`src/rtl/uart_tx_arbiter.sv`:
```
// uart_tx_arbiter: round-robin sharing of one UART transmitter between
// NUM_REQ byte producers.
//
// Handshakes:
//   req/ack  - a requester holds req[i] high with a stable byte until it sees
//              the one-cycle ack[i] pulse. Dropping req[i] before ack withdraws
//              the byte. A req[i] still high after ack is a new byte.
//   tx_start/tx_busy - tx_start is held high until tx_busy is sampled high.
//              The frame is then in flight until tx_busy is sampled low.
//              tx_busy is ignored while IDLE.
// dbg_state_o and dbg_ptr_o expose the FSM state (0 IDLE, 1 LAUNCH,
// 2 WAIT_DONE) and the round-robin pointer so that checkers can bind to them.
module uart_tx_arbiter #(
  parameter int NUM_REQ      = 4,
  parameter int BUSY_TIMEOUT = 1024,
  localparam int IdW = (NUM_REQ > 1) ? $clog2(NUM_REQ) : 1
) (
  input  logic                 clk,
  input  logic                 reset,
  input  logic [NUM_REQ-1:0]   req,
  input  logic [8*NUM_REQ-1:0] req_data,
  output logic [NUM_REQ-1:0]   ack,
  output logic [NUM_REQ-1:0]   done,
  output logic                 err,
  output logic                 tx_start,
  output logic [7:0]           tx_data,
  input  logic                 tx_busy,
  output logic [IdW-1:0]       grant_id,
  output logic                 grant_valid,
  output logic [1:0]           dbg_state_o,
  output logic [IdW-1:0]       dbg_ptr_o
);

  localparam int TW = (BUSY_TIMEOUT > 2) ? $clog2(BUSY_TIMEOUT) : 1;
  localparam logic [TW-1:0] TIMER_LAST = TW'(BUSY_TIMEOUT - 1);

  typedef enum logic [1:0] {
    S_IDLE      = 2'd0,
    S_LAUNCH    = 2'd1,
    S_WAIT_DONE = 2'd2
  } state_e;

  state_e               state_q;
  logic [IdW-1:0]       ptr_q;
  logic [TW-1:0]        timer_q;
  logic [NUM_REQ-1:0]   ack_q;
  logic [NUM_REQ-1:0]   done_q;
  logic                 err_q;
  logic                 tx_start_q;
  logic [7:0]           tx_data_q;
  logic [IdW-1:0]       grant_id_q;
  logic                 grant_valid_q;

  logic                 grant_hit_d;
  logic [IdW-1:0]       grant_id_d;
  logic [7:0]           tx_data_d;

  // Index after id, wrapping at NUM_REQ (which need not be a power of two).
  function automatic logic [IdW-1:0] next_id(input logic [IdW-1:0] id);
    if (int'(id) == NUM_REQ - 1) return '0;
    return id + 1'b1;
  endfunction

  // Round-robin search starting at ptr_q. The loop runs from the farthest
  // offset down, so the nearest requester is the one that wins.
  always_comb begin
    int             idx;
    logic [IdW-1:0] idx_w;
    grant_hit_d = 1'b0;
    grant_id_d  = '0;
    idx         = 0;
    idx_w       = '0;
    for (int k = NUM_REQ - 1; k >= 0; k--) begin
      idx = int'(ptr_q) + k;
      if (idx >= NUM_REQ) idx = idx - NUM_REQ;
      idx_w = IdW'(idx);
      if (req[idx_w]) begin
        grant_hit_d = 1'b1;
        grant_id_d  = idx_w;
      end
    end
    tx_data_d = req_data[{grant_id_d, 3'b000} +: 8];
  end

  // Arbiter FSM with all outputs registered; pulses clear by default.
  always_ff @(posedge clk) begin
    if (reset) begin
      state_q       <= S_IDLE;
      ptr_q         <= '0;
      timer_q       <= '0;
      ack_q         <= '0;
      done_q        <= '0;
      err_q         <= 1'b0;
      tx_start_q    <= 1'b0;
      tx_data_q     <= 8'h00;
      grant_id_q    <= '0;
      grant_valid_q <= 1'b0;
    end else begin
      ack_q  <= '0;
      done_q <= '0;
      err_q  <= 1'b0;
      case (state_q)
        S_IDLE: begin
          if (grant_hit_d) begin
            grant_id_q          <= grant_id_d;
            tx_data_q           <= tx_data_d;
            ack_q[grant_id_d]   <= 1'b1;
            tx_start_q          <= 1'b1;
            grant_valid_q       <= 1'b1;
            timer_q             <= '0;
            state_q             <= S_LAUNCH;
          end
        end
        S_LAUNCH: begin
          // tx_start stays up until the transmitter, which samples on its
          // baud tick, is seen busy. A busy pulse missed here times out.
          if (tx_busy) begin
            tx_start_q <= 1'b0;
            state_q    <= S_WAIT_DONE;
          end else if (timer_q == TIMER_LAST) begin
            err_q         <= 1'b1;
            tx_start_q    <= 1'b0;
            grant_valid_q <= 1'b0;
            ptr_q         <= next_id(grant_id_q);
            state_q       <= S_IDLE;
          end else begin
            timer_q <= timer_q + 1'b1;
          end
        end
        S_WAIT_DONE: begin
          if (!tx_busy) begin
            done_q[grant_id_q] <= 1'b1;
            grant_valid_q      <= 1'b0;
            ptr_q              <= next_id(grant_id_q);
            state_q            <= S_IDLE;
          end
        end
        default: state_q <= S_IDLE;
      endcase
    end
  end

  assign ack         = ack_q;
  assign done        = done_q;
  assign err         = err_q;
  assign tx_start    = tx_start_q;
  assign tx_data     = tx_data_q;
  assign grant_id    = grant_id_q;
  assign grant_valid = grant_valid_q;
  assign dbg_state_o = state_q;
  assign dbg_ptr_o   = ptr_q;

endmodule

```
`config.mk`:
```
export PLATFORM = sky130hd
export DESIGN_NAME = uart_tx_arbiter
export DESIGN_NICKNAME = d
export VERILOG_FILES = /design/src/rtl/uart_tx_arbiter.sv
export SDC_FILE = /design/constraint.sdc
export NUM_CORES = 1
export LEC_CHECK = 0
export ABC_CLOCK_PERIOD_IN_PS = 1750
export CAP_MARGIN = 30
export CORE_MARGIN = 5
export CORE_UTILIZATION = 25
export CTS_BUF_LIST = sky130_fd_sc_hd__clkbuf_4
export CTS_CLUSTER_SIZE = 25
export DETAILED_ROUTE_END_ITERATION = 16
export HOLD_SLACK_MARGIN = 0.03
export PLACE_DENSITY = 0.48
export SLEW_MARGIN = 20
export SYNTH_ARGS = -nofsm -noshare
export SYNTH_HDL_FRONTEND = slang
export SYNTH_SLANG_ARGS = --single-unit
```
`constraint.sdc`:
```
create_clock -name clk -period 1.75 [get_ports clk]
set_input_delay 0.2625 -clock clk [delete_from_list [all_inputs] [get_ports clk]]
set_output_delay 0.2625 -clock clk [all_outputs]
set_load 0.005 [all_outputs]
```
==> flow_metrics.py, run 1 <==
metrics = {
    "flow_run": {
        "maxCapViolations": 0,
    },
    "clock_tree": {
        "numClockSinks": 35,
        "clock_path_buffers": 2,
        "cts_tree": "built",
        "clk-insertion-delay-late_ns": 0.34,
        "cts_buffers": 5,
        "cts_root_buf": "clkbuf_4",
        "hold_buffers": 0,
        "path_clk_slew_ns": 0.12,
        "cts-htree-levels": 2,
    },
    "worst_setup_path": {
        "rr_startpoint": "dbg_state_o[1]",
        "critPathArrivalTime_ns": 1.91,
        "critPathLaunchType": "flip-flop",
        "r2r_cells": 8,
        "cp_max_fo": 6,
        "cpMaxStageDelayCell": "or3_4",
        "endpoint_kind": "flip-flop",
        "critPathMaxStageDelay_ns": 0.45,
        "worstPathRequired_ns": 1.99,
        "rrSetupSlack_ns": 0.08,
        "r2r-end": "timer_q[8]",
        "path_class": "reg -> reg",
        "path_cells": "inv_2 -> ha_4 -> nand4_1 -> or3_4 -> buf_4 -> nand4b_1 -> xor2_1 -> nor2_1",
    },
    "detailed_routing": {
        "drt_iter0_markers": 29,
        "vias": 1677,
        "postRouteAntennaNets": 0,
        "drc_errors": 0,
        "vias_per_cell": 4.38,
        "wl_per_cell_um": 12.0,
        "drt_first_pass_iters": 4,
        "totalWireLength_um": 4600,
    },
    "synthesis": {
        "synth_top_area_cell": "dfxtp_1",
        "syn_inst": 194,
        "syn_nets": 242,
        "ys_seq_area_share_pct": 38.8,
        "yosys_register_bits": 35,
        "yosysMostFrequentCell": "dfxtp_1",
        "postSynth.asyncResetShare_pct": 0,
        "yosys-top-cells-area": "dfxtp_1, mux2i_1, ha_1",
        "synth_cell_type_count": 38,
        "yosysWarnings": 0,
        "synth.avg_cell_area_um2": 9.32,
        "syn-cell-area_mm2": 0.00181,
        "ys.flop_type": "dfxtp_1",
        "yosys-top-cells-count": "dfxtp_1, nor2_1, mux2i_1",
        "synth.top_cell.area_share_pct": 38.8,
        "synth_edf_count": 0,
    },
    "power_and_ir_drop": {
        "power.leakage_uw": 0.00108,
        "ir_drop_uv": 264,
        "p_per_area_mw_per_mm2": 696,
    },
    "hold_path": {
        "holdPathEnd": "timer_q[1]",
        "min_path_type": "reg -> reg",
        "hold-path-cell-count": 2,
        "hold_start": "timer_q[1]",
    },
    "timing": {
        "finalCritPeriodShare_pct": 95.5,
        "tightest_slew_ns": 0.296,
        "clock.fmax_ghz": 0.598,
        "fin_tns_setup_ns": 0,
        "slew_viol_final": 0,
        "max_slew_margin_pct": 80.2,
        "setup_viol_count_final": 0,
        "clock_skew_ns": 0.00721,
        "setup_slack_ns": 0.0786,
        "final.min_clock_period_ns": 1.67,
        "finalHoldViolCount": 0,
    },
    "global_route": {
        "use_met2_pct": 15.8,
        "use_met1_pct": 13.7,
        "grt.total_usage_pct": 10.2,
        "grt_first_pass_wirelength_um": 7250,
        "antenna_found_initial": 0,
        "busiest_layer": "met2",
        "globalRouteMet3Util_pct": 3.24,
        "grt_start_max_net_pins": 19,
        "grt_pass1_vias": 1547,
        "grt-ovfl-total": 0,
    },
    "place": {
        "dp_slack_ns": -0.265,
        "place.detailed.hpwl_um": 3560,
        "gp_congestion": 0.806,
        "port-buffer-count": 63,
    },
    "floorplanning": {
        "die-area_mm2": 0.00903,
        "die_h_um": 95.0,
        "core-area_mm2": 0.00714,
        "die_w_um": 95.0,
        "rows": 31,
        "start_util_pct": 25.3,
        "io_pins": 64,
    },
    "finish": {
        "area_growth_syn_to_layout_pct": 56.5,
        "antennaDiodeCount": 0,
        "layout-drive-gt1-share_pct": 17.3,
        "nets": 331,
    },
    "status": {
        "status": "complete, no violations",
    },
}
## report_power, final
group | leakage [uW] | internal [uW] | switching [uW]
clock | 0.0000278 | 161 | 308
combinational | 0.000770 | 353 | 250
sequential | 0.000286 | 859 | 40.1
total | 0.00108 | 1370 | 597
## how the worst max path moves through the flow
stage	to	slack (ns)	startpoint	cells past startpoint
after global routing	timer_q[4]	-0.01	dbg_state_o[0]	8
after global placement	tx_data[4]	-0.22	req[0]	7
final	timer_q[8]	0.08	dbg_state_o[1]	8
after detailed placement	tx_data[2]	-0.27	req[1]	6
after floorplan	timer_q[5]	0.002	dbg_state_o[1]	8
after CTS	dbg_ptr_o[1]	0.04	dbg_state_o[0]	6
## cells in the final DEF, fill, tap and decap left out, drive strengths merged, types with 2 or more instances in the layout
master,instances
ha,9
a21oi,6
and2,2
o221ai,8
nand3,3
clkinvlp,2
nand4,7
mux2i,21
clkdlybuf4s50,63
a311oi,2
nand2,16
a211oi,3
inv,9
nor3,3
buf,28
nor2,29
nand4b,2
clkbuf,5
dfxtp,35
and3,7
nand2b,4
xor2,9
## registers in the layout, indices dropped and copies added (netlist names), 2 cells and up
signal,flops
done,4
timer_q,10
grant_id,2
dbg_ptr_o,2
ack,4
dbg_state_o,2
tx_data,8
## repair_timing
action / CTS / global route
endpoints found under the setup margin: 0 / 16
hold endpoints to repair: 0 / 0
setup buffers: 0 / 2
resized for setup: 0 / 12
## cells by family after synthesis
kind of cell | after synthesis | share of synthesized area [%]
AOI/OAI and AO/OA | 25 | 11.3
xor gates and xnor gates | 9 | 4.36
adders and majority gates | 9 | 6.23
buffers and inverters | 17 | 5.05
DFF | 35 | 38.8
muxes | 21 | 11.6
and+or+nand+nor | 78 | 22.7
## per-stage QoR
step / util, % / power (uW) / instances / hold WS, ns / cell area (um^2)
floorplan: - / 1180 / 194 / 0.444 / 1810
global placement: 38.1 / 1510 / 373 / 0.446 / 2720
detailed placement: 38.1 / 1510 / 373 / 0.452 / 2720
CTS: 39.0 / 1990 / 381 / 0.487 / 2780
global route: 39.7 / 2110 / 383 / 0.505 / 2830
finish: 39.7 / 1970 / 383 / 0.487 / 2830
## metal layers
layer  part of all wire, %  wire, um
met1                    47      2150
met2                    46      2110
met3                   6.7       309
met4                  0.76        35
met5                     0         0
## critical path: cells and delay by family, from the launching register on
family / cells / cell delay (ns)
simple gates: 4 / 0.70
fa+ha+maj: 1 / 0.14
xor+xnor: 1 / 0.14
flops: 1 / 0.34
buf+inv: 2 / 0.26
## final cells by class
class	count	area, um^2
Fill cell	742	4310
Multi-Input combinational cell	142	1040
Timing Repair Buffer	91	870
Sequential cell	35	703
Tap cell	99	124
Clock buffer	5	37.5
Inverter	8	30.0
Clock inverter	3	23.8
Note: power is estimated with default switching activity, not from simulation.
==> run 2: changes to the inputs <==
--- a/config.mk
+++ b/config.mk
@@ -5,15 +5,15 @@
 export SDC_FILE = /design/constraint.sdc
 export NUM_CORES = 1
 export LEC_CHECK = 0
-export ABC_CLOCK_PERIOD_IN_PS = 1750
+export ABC_CLOCK_PERIOD_IN_PS = 2050
 export CAP_MARGIN = 30
 export CORE_MARGIN = 5
-export CORE_UTILIZATION = 25
+export CORE_UTILIZATION = 50
 export CTS_BUF_LIST = sky130_fd_sc_hd__clkbuf_4
 export CTS_CLUSTER_SIZE = 25
 export DETAILED_ROUTE_END_ITERATION = 16
 export HOLD_SLACK_MARGIN = 0.03
-export PLACE_DENSITY = 0.48
+export PLACE_DENSITY = 0.85
 export SLEW_MARGIN = 20
 export SYNTH_ARGS = -nofsm -noshare
 export SYNTH_HDL_FRONTEND = slang
==> constraint.sdc (replaced) <==
create_clock -name clk -period 2.05 [get_ports clk]
set_input_delay 0.3075 -clock clk [delete_from_list [all_inputs] [get_ports clk]]
set_output_delay 0.3075 -clock clk [all_outputs]
set_load 0.005 [all_outputs]
==> flow_metrics.py, run 2 (synthesis gave the netlist of run 1 again) <==
metrics = {
    "status": {
        "status": "complete, no violations",
    },
    "clock_tree": {
        "numClockSinks": 35,
        "path_clk_slew_ns": 0.11,
        "clock_path_buffers": 2,
        "cts_root_buf": "clkbuf_4",
        "cts_buffers": 5,
        "cts_setup_buffers": 0,
        "clk-insertion-delay-late_ns": 0.36,
        "cts_resized": 0,
        "hold_buffers": 0,
        "cts_tree": "built",
        "cts-htree-levels": 2,
    },
    "power_and_ir_drop": {
        "ir_drop_uv": 430,
        "p_per_area_mw_per_mm2": 667,
        "power_frac_seq_pct": 43.6,
        "internal-power_uw": 1260,
        "clkPwrFrac_pct": 28.5,
        "combPwrFrac_pct": 27.9,
        "switching_share_pct": 28.5,
        "power.leakage_uw": 0.00102,
        "p_sw_uw": 499,
    },
    "timing": {
        "clock_skew_ns": 0.00743,
        "final.min_clock_period_ns": 1.86,
        "max_slew_margin_pct": 65.1,
        "slew_viol_final": 0,
        "tightest_slew_ns": 0.523,
        "setup_viol_count_final": 0,
        "finalCritPeriodShare_pct": 90.9,
        "fin_tns_setup_ns": 0,
        "rsz0062_at_grt": "false",
        "clock.fmax_ghz": 0.537,
        "finalHoldViolCount": 0,
        "setup_slack_ns": 0.188,
    },
    "floorplanning": {
        "io_pins": 64,
        "die_w_um": 70.1,
        "die-area_mm2": 0.00492,
        "core-area_mm2": 0.00342,
        "die_h_um": 70.1,
        "rows": 21,
        "start_util_pct": 52.9,
    },
    "finish": {
        "layout_commonest_cell": "clkdlybuf4s50_1",
        "fillerInstances": 247,
        "largest_register_ffs": 10,
        "area_growth_syn_to_layout_pct": 45.5,
        "layout.cells.most_common_list": "clkdlybuf4s50_1, dfxtp_1, nor2_1",
        "layout-drive-gt1-share_pct": 9.36,
        "antennaDiodeCount": 0,
        "nets": 314,
        "final_cell_area_mm2": 0.00263,
        "top_register": "timer_q",
    },
    "worst_setup_path": {
        "startpoint": "dbg_state_o[0]",
        "worstPathRequired_ns": 2.30,
        "critical_path_buf_inv_count": 0,
        "cpMaxStageDelayCell": "dfxtp_1",
        "critPathArrivalTime_ns": 2.11,
        "critPathMaxStageDelay_ns": 0.43,
        "r2r-end": "dbg_ptr_o[0]",
        "endpoint_kind": "flip-flop",
        "cp_top_family": "simple AND/OR/NAND/NOR gates",
        "rr_startpoint": "dbg_state_o[0]",
        "cp_max_fo": 11,
        "path_cells": "ha_1 -> nand4_1 -> or3_4 -> a21oi_2 -> mux2i_1 -> nor2_1",
        "r2r_cells": 6,
        "rrSetupSlack_ns": 0.19,
        "critPathLaunchType": "flip-flop",
        "path_class": "reg -> reg",
    },
    "global_route": {
        "grt_first_pass_wirelength_um": 7870,
        "grt_start_max_net_pins": 21,
        "grt_pass1_vias": 1630,
        "grt-ovfl-total": 0,
        "grt.total_usage_pct": 20.0,
        "antenna_found_initial": 0,
    },
    "hold_path": {
        "hold_start": "tx_data[3]",
        "min_path_type": "reg -> reg",
        "hold-path-cell-count": 2,
        "holdPathEnd": "tx_data[3]",
    },
    "detailed_routing": {
        "totalWireLength_um": 4840,
        "vias_per_cell": 5.35,
        "vias": 1673,
        "drt_first_pass_iters": 4,
        "drt_iter0_markers": 73,
        "drc_errors": 0,
        "postRouteAntennaNets": 0,
        "wl_per_cell_um": 15.5,
    },
    "flow_run": {
        "maxCapViolations": 0,
    },
    "place": {
        "placedInstanceArea_mm2": 0.00255,
        "dp_slack_ns": -0.0250,
        "gp_congestion": 0.795,
        "port-buffer-count": 63,
        "place.detailed.hpwl_um": 3710,
    },
}
==> run 2: cell types whose count changed in the layout (fill, tap and decap cells not counted), moves of 2 or more <==
cell | before | now
buf_4 | 25 | 8
clkinvlp_4 | 2 | 0
dfxtp_1 | 33 | 35
dfxtp_2 | 2 | 0
ha_1 | 7 | 9
==> run 2: how the worst max path moves through the flow <==
stage                           endpoint  depth (start not counted)
after global placement        tx_data[6]                          7
after CTS                   dbg_ptr_o[0]                          6
after detailed placement      tx_data[2]                          7
after floorplan               timer_q[5]                          8
after global routing      dbg_state_o[0]                          5
final                       dbg_ptr_o[0]                          6
==> run 2: area by class of cell <==
cell class | count | area [um^2] | area share, %
multi-input combinational | 142 | 1020 | 38.6
timing repair buffer | 74 | 751 | 28.5
sequential | 35 | 701 | 26.6
tap | 46 | 57.6 | 2.19
clock inverter | 3 | 38.8 | 1.47
clock buffer | 5 | 37.5 | 1.43
inverter | 8 | 30.0 | 1.14
==> run 2: power groups by stage <==
| stage | registers [uW] | logic (uW) | clock network, uW |
|---|---|---|---|
| 2_1_floorplan | 781 | 225 | 0 |
| 3_3_place_gp | 778 | 474 | 0 |
| 3_5_place_dp | 781 | 488 | 0 |
| 4_1_cts | 766 | 492 | 507 |
| 5_1_grt | 772 | 531 | 536 |
| 6_report | 766 | 489 | 501 |
==> run 2: worst register-to-register path, cell delays in order (launching register included) <==
cell and delay (ns):
dfxtp_1 0.43, ha_1 0.29, nand4_1 0.13, or3_4 0.42
a21oi_2 0.22, mux2i_1 0.21, nor2_1 0.06
==> run 2: layer usage <==
metal | routed length (um) | track usage (%) | up-vias
li1 | - | - | 836
met1 | 2080 | 23.1 | 781
met2 | 2400 | 34.0 | 47
met3 | 208 | 3.87 | 9
met4 | 147 | 12.1 | 0
met5 | 0 | 0 | -
==> run 2: metrics by stage <==
stage	cells	hold WS, ns	utilization, %	total power, uW
2_1_floorplan	194	0.444	-	1010
3_3_place_gp	305	0.442	74.8	1250
3_5_place_dp	305	0.451	74.8	1270
4_1_cts	313	0.476	77.0	1760
5_1_grt	313	0.522	77.0	1840
6_report	313	0.476	77.0	1760
